[src/rtl/fifo_wr_arbiter.sv]
// Round-robin write arbiter: shares one FIFO write port between REQ_NUM
// valid/ready producers, granting each a burst of up to BURST words.
module fifo_wr_arbiter #(
    parameter int DWIDTH  = 8,
    parameter int REQ_NUM = 4,
    parameter int BURST   = 4
) (
    input  logic                        clk_i,
    input  logic                        srst_n_i,
    input  logic [REQ_NUM-1:0]          req_valid_i,
    input  logic [REQ_NUM*DWIDTH-1:0]   req_data_i,
    input  logic [REQ_NUM-1:0]          req_last_i,
    output logic [REQ_NUM-1:0]          req_ready_o,
    input  logic                        fifo_full_i,
    output logic                        fifo_wr_o,
    output logic [DWIDTH-1:0]           fifo_wrdata_o,
    output logic [REQ_NUM-1:0]          grant_o,
    output logic                        busy_o
);
    localparam int PTR_W = $clog2(REQ_NUM);
    localparam int CNT_W = $clog2(BURST + 1);
    localparam logic [CNT_W-1:0] CNT_LAST = CNT_W'(BURST - 1);

    typedef enum logic {ST_IDLE, ST_BURST} state_t;

    state_t             state_reg, state_next;
    logic [REQ_NUM-1:0] grant_reg, grant_next;
    logic [PTR_W-1:0]   ptr_reg, ptr_next;
    logic [CNT_W-1:0]   cnt_reg, cnt_next;

    logic [DWIDTH-1:0]  masked_data [REQ_NUM];
    logic [DWIDTH-1:0]  granted_data;
    logic [PTR_W-1:0]   grant_idx;
    logic [PTR_W-1:0]   pick_idx;
    logic               pick_found;
    logic               in_burst;
    logic               valid_g;
    logic               last_g;
    logic               acc;

    genvar gi;
    generate
        for (gi = 0; gi < REQ_NUM; gi++) begin : g_mask
            assign masked_data[gi] = req_data_i[gi*DWIDTH +: DWIDTH] & {DWIDTH{grant_reg[gi]}};
        end
    endgenerate

    // Grant is one-hot, so an OR of the masked words is the granted word.
    always_comb begin
        granted_data = '0;
        grant_idx    = '0;
        for (int i = 0; i < REQ_NUM; i++) begin
            granted_data = granted_data | masked_data[i];
            if (grant_reg[i]) grant_idx = PTR_W'(i);
        end
    end

    // First valid requester searching ptr, ptr+1, ... with wrap at REQ_NUM.
    always_comb begin
        logic [PTR_W:0] cand;
        cand       = '0;
        pick_found = 1'b0;
        pick_idx   = '0;
        for (int i = 0; i < REQ_NUM; i++) begin
            cand = (PTR_W+1)'(ptr_reg) + (PTR_W+1)'(i);
            if (cand >= (PTR_W+1)'(REQ_NUM)) cand = cand - (PTR_W+1)'(REQ_NUM);
            if (!pick_found && req_valid_i[cand[PTR_W-1:0]]) begin
                pick_found = 1'b1;
                pick_idx   = cand[PTR_W-1:0];
            end
        end
    end

    assign in_burst = (state_reg == ST_BURST);
    assign valid_g  = |(grant_reg & req_valid_i);
    assign last_g   = |(grant_reg & req_last_i);
    assign acc      = in_burst & valid_g & ~fifo_full_i;

    always_comb begin
        state_next = state_reg;
        grant_next = grant_reg;
        ptr_next   = ptr_reg;
        cnt_next   = cnt_reg;
        case (state_reg)
            ST_IDLE: begin
                if (pick_found) begin
                    grant_next = REQ_NUM'(1) << pick_idx;
                    cnt_next   = '0;
                    state_next = ST_BURST;
                end
            end
            ST_BURST: begin
                if (acc) cnt_next = cnt_reg + CNT_W'(1);
                // Full stalls hold the grant; only a finished or abandoned burst releases it.
                if ((acc && (last_g || cnt_reg == CNT_LAST)) || !valid_g) begin
                    state_next = ST_IDLE;
                    grant_next = '0;
                    ptr_next   = (grant_idx == PTR_W'(REQ_NUM - 1)) ? '0 : grant_idx + PTR_W'(1);
                end
            end
            default: state_next = ST_IDLE;
        endcase
    end

    always_ff @(posedge clk_i) begin
        if (!srst_n_i) begin
            state_reg <= ST_IDLE;
            grant_reg <= '0;
            ptr_reg   <= '0;
            cnt_reg   <= '0;
        end else begin
            state_reg <= state_next;
            grant_reg <= grant_next;
            ptr_reg   <= ptr_next;
            cnt_reg   <= cnt_next;
        end
    end

    always_comb begin
        fifo_wr_o     = 1'b0;
        req_ready_o   = '0;
        fifo_wrdata_o = '0;
        if (in_burst) begin
            fifo_wr_o     = acc;
            req_ready_o   = grant_reg & {REQ_NUM{~fifo_full_i}};
            fifo_wrdata_o = granted_data;
        end
    end

    assign grant_o = grant_reg;
    assign busy_o  = in_burst;

endmodule

[config.mk]
export PLATFORM = sky130hd
export DESIGN_NAME = fifo_wr_arbiter
export DESIGN_NICKNAME = d
export VERILOG_FILES = /design/src/rtl/fifo_wr_arbiter.sv
export SDC_FILE = /design/constraint.sdc
export NUM_CORES = 1
export LEC_CHECK = 0
export CORE_ASPECT_RATIO = 0.6
export CORE_UTILIZATION = 30
export CTS_CLUSTER_DIAMETER = 40
export DETAILED_ROUTE_END_ITERATION = 8
export GPL_TIMING_DRIVEN = 0
export PLACE_DENSITY = 0.83
export SYNTH_ARGS = -nofsm -noshare
export SYNTH_HDL_FRONTEND = slang
export SYNTH_SLANG_ARGS = --single-unit
[constraint.sdc]
create_clock -name clk_i -period 1.3 [get_ports clk_i]
set_input_delay 0.195 -clock clk_i [delete_from_list [all_inputs] [get_ports clk_i]]
set_output_delay 0.195 -clock clk_i [all_outputs]
set_load 0.01 [all_outputs]
==> results.md <==
Run status:
- The run finished, with violations left.
- The final reports fail on negative setup slack.

Placement:
- Prior to clock tree synthesis, the placed netlist has a worst setup slack of -753 ps.
- Once placement finished, the instance area stood at 1470 µm².
- The global placer's final weighted congestion is 0.771.
- The detailed placer's ending HPWL is 2.65 mm.
- Buffers placed on the I/O ports in this run total 60.
- The cell total after placement is 195.

Clock network:
- The maximum clock path buffer count is 2.
- Clock-pin slew was measured on the worst setup and hold paths at 50 ps.
- The total CTS buffers is 3.
- TritonCTS built the clock tree.
- CTS built an H-tree with a depth of 1.
- The clock net in this run drives a total of 10 sinks.
- The latest clock arrival within the worst-skew pair is between 200 and 250 ps.
- The number of buffers inserted for hold repair after clock tree synthesis is 0.
- The clock tree root buffer cell is clkbuf_8.

Layout:
- Relative to the synthesized area, the layout overhead comes to 120%.
- The sequential cell area in the final layout is between 200 and 250 µm².
- The final design utilization is 70.4%.
- The number of fillers in the final layout is ~180.
- The area of the multi-input gates is 682 µm².
- The final-stage net count is 227.
- The register with the most flip-flops in the layout has 4 of them.
- The number of standard cells in the layout, taps in and fillers out is 213.
- 0 antenna diodes ended up in the layout.
- In the layout the commonest cells are clkdlybuf4s50_1 (36), a22oi_2 (14), buf_4 (11), buf_2 (11), a21boi_1 (9).
- The library cell used most frequently in the layout, excluding fill and tap cells, is clkdlybuf4s50_1.
- The post-route cell area is 1790 µm².
- In the final layout, the share of cells above drive strength 1 is 38.1%.

Logic synthesis:
- The number of nets in the synthesized netlist is 148.
- The share of the Yosys chip area taken by registers is 24.6%.
- In the synthesized netlist, the number of instances is 103.
- Yosys mapped a number of flops with a built-in enable equal to 0.
- In the synthesized netlist the dominant register cell turns out to be dfxtp_1.
- The average instance area after synthesis is 7.90 µm².
- The post-synthesis cell area is just over 800 µm².
- Of all flip-flops after synthesis, the portion carrying an async set or reset was 0%.
- The warning count from the yosys run is 0.
- The post-synthesis register bit count is 10.
- In this run, distinct cell masters in the synthesized netlist total 34.

Critical path:
- The data required time of the worst path is 1420 ps.
- At the worst endpoint, the arrival time is about 1600 ps.
- The kind of cell with the highest combined delay along the critical path is compound AO/OA/AOI/OAI gates.
- The type of the worst setup path is flip-flop to flip-flop.
- The worst setup path is captured at a flip-flop.
- The number of buffers and inverters on the critical path is 1.
- The largest single stage delay on the critical path is 420 ps.
- Of all nets on the critical path, the largest fanout is 7.
- Traced cell by cell, the critical path runs through a222oi_1 -> a21oi_1 -> a31o_1 -> buf_6 -> mux2i_1.
- The slowest stage of the critical path is the a222oi_1 cell.
- The kind of start point of the critical path is a flip-flop.

Floorplan:
- The overall die height is 42.3 µm.
- The initial standard-cell utilization of the core is around a third.
- The die covers between 2000 and 3000 µm².
- The number of ports placed on the die boundary is 61.
- The standard cell core area is between 2000 and 3000 µm².
- The die width is about 69 µm.
- The number of placement rows is 14.

Drt:
- The final route contains 1,187 vias.
- The detail route stage leaves a number of antenna-violating nets equal to 0.
- The ratio of routed vias to standard cells is 5.57.
- Dividing the detail-routed wire length by the instance count gives 18.7 µm.
- The first routing iteration left 87 violations.
- The routed design has approximately 4 mm of wire.
- For this run, design rule violations remaining after detail routing come to 0.
- The first TritonRoute pass finished after 5 iterations.

Global route:
- The first-pass GRT wire length is between 6 and 7 mm.
- The via count of the first global-routing pass was around 1,200.
- The largest net degree at the start of global routing is 11.
- The number of antenna violations at the first check in global routing is 0.
- Global routing finished with a remaining overflow of 0.
- Across every metal layer, demand over resource in global routing totals roughly 27%.

STA:
- The worst pin sits at a relative slew slack of 71.5%.
- For the pin with the worst max-slew slack, the measured transition is around 430 ps.
- Based on the critical path, the design can be clocked at up to 0.664 GHz.
- The clock period minus final worst setup slack is 1510 ps.
- The final count of hold timing violations is 0.
- In the post-route analysis, the smallest setup slack over all paths is -205 ps.
- The final setup TNS is -2230 ps.
- The share of the clock period used by the worst path is 116%.
- The final count of negative-setup-slack endpoints is 20.
- The number of max-slew violations in the final report is 0.
- Setup repair after global routing could not meet its margin everywhere.
- Across all hold checks on the routed design, the worst slack comes to between 400 and 500 ps.
- On the final layout, the worst clock skew is 4.14 ps.

Flow run:
- Max-cap violations in this run came to 0.

Hold path:
- The worst hold path class is flip-flop to flip-flop.

Pwr:
- The power density of the placed cells is roughly 810 nW/µm².
- The analysis attributes to cell leakage a power of 0.701 nW.
- The overall power after layout is roughly 1.4 mW.
- The peak ir drop on the vdd network is 0.626 mV.
## synth_stat cells, drive strengths merged, types with 2 or more instances
| cell type | instances | area, µm² |
|---|---|---|
| a21oi | 6 | 33.8 |
| a22oi | 18 | 135 |
| and2 | 4 | 25.0 |
| a21boi | 9 | 67.6 |
| o211ai | 2 | 15.0 |
| inv | 5 | 18.8 |
| ha | 2 | 25.0 |
| dfxtp | 10 | 200 |
| nand2b | 3 | 18.8 |
| mux2i | 4 | 40.0 |
| nand3 | 4 | 20.0 |
| nor2 | 5 | 18.8 |
| nand2 | 4 | 15.0 |
| o32ai | 4 | 35.0 |
| o21ai | 3 | 15.0 |
| clkbuf | 6 | 22.5 |
## final cells by class
| class | count | area share [%] |
|---|---|---|
| timing repair buffer | 74 | 36.6 |
| sequential | 10 | 12.1 |
| tap | 32 | 2.24 |
| buffer | 7 | 6.64 |
| inverter | 6 | 1.26 |
| clock buffer | 4 | 3.08 |
| multi-input combinational | 80 | 38.1 |
## tightest hold or removal path, delay by kind of cell (launching register included)
kind,cells,cell delay [ps]
AO/OA/AOI/OAI,1,50
flip-flops,1,310
AND/OR/NAND/NOR,1,80
## logic make-up (layout without fill, tap and decap cells)
logic type               after synthesis  count (layout)  synth area share (%)
adder cells (fa/ha/maj)                2               2                  3.08
AO/OA/AOI/OAI                         50              50                  45.2
multiplexers                           4               4                  4.92
flip-flops                            10              10                  24.6
buffers and inverters                 13              91                  6.15
AND/OR/NAND/NOR                       24              24                  16.0
## repair_timing
| item | 4_1_cts | 5_1_grt |
|---|---|---|
| setup endpoints to repair | 28 | 22 |
| pin swaps | 5 | 9 |
| cloned | 2 | 0 |
| gates resized for setup | 103 | 17 |
| setup buffers | 6 | 6 |
## layer usage
| metal | vias to the layer above | part of all wire [%] | track usage, % |
|---|---|---|---|
| met5 | - | 0 | 0 |
| met4 | 0 | 3.2 | 13.9 |
| met3 | 15 | 6.9 | 6.97 |
| met2 | 67 | 48 | 45.4 |
| met1 | 548 | 42 | 32.4 |
| li1 | 557 | - | - |
## where the power goes
part | switching [mW] | total, mW | internal (mW)
clock network | 0.131 | 0.398 | 0.267
registers | 0.0410 | 0.375 | 0.334
logic | 0.287 | 0.670 | 0.383
## final timing paths
path | from | end | slack, ps | cells past startpoint
worst max-delay path | grant_o[1]$_SDFFE_PN0P_ | ptr_reg[1]$_SDFFE_PN0P_ | -210 | 5
worst min-delay path | cnt_reg[1]$_SDFFE_PN0P_ | cnt_reg[1]$_SDFFE_PN0P_ | 500 | 2
worst max register to register | grant_o[1]$_SDFFE_PN0P_ | ptr_reg[1]$_SDFFE_PN0P_ | -210 | 5
worst min register to register | cnt_reg[1]$_SDFFE_PN0P_ | cnt_reg[1]$_SDFFE_PN0P_ | 500 | 2
Power figures use the tool's default switching activity.
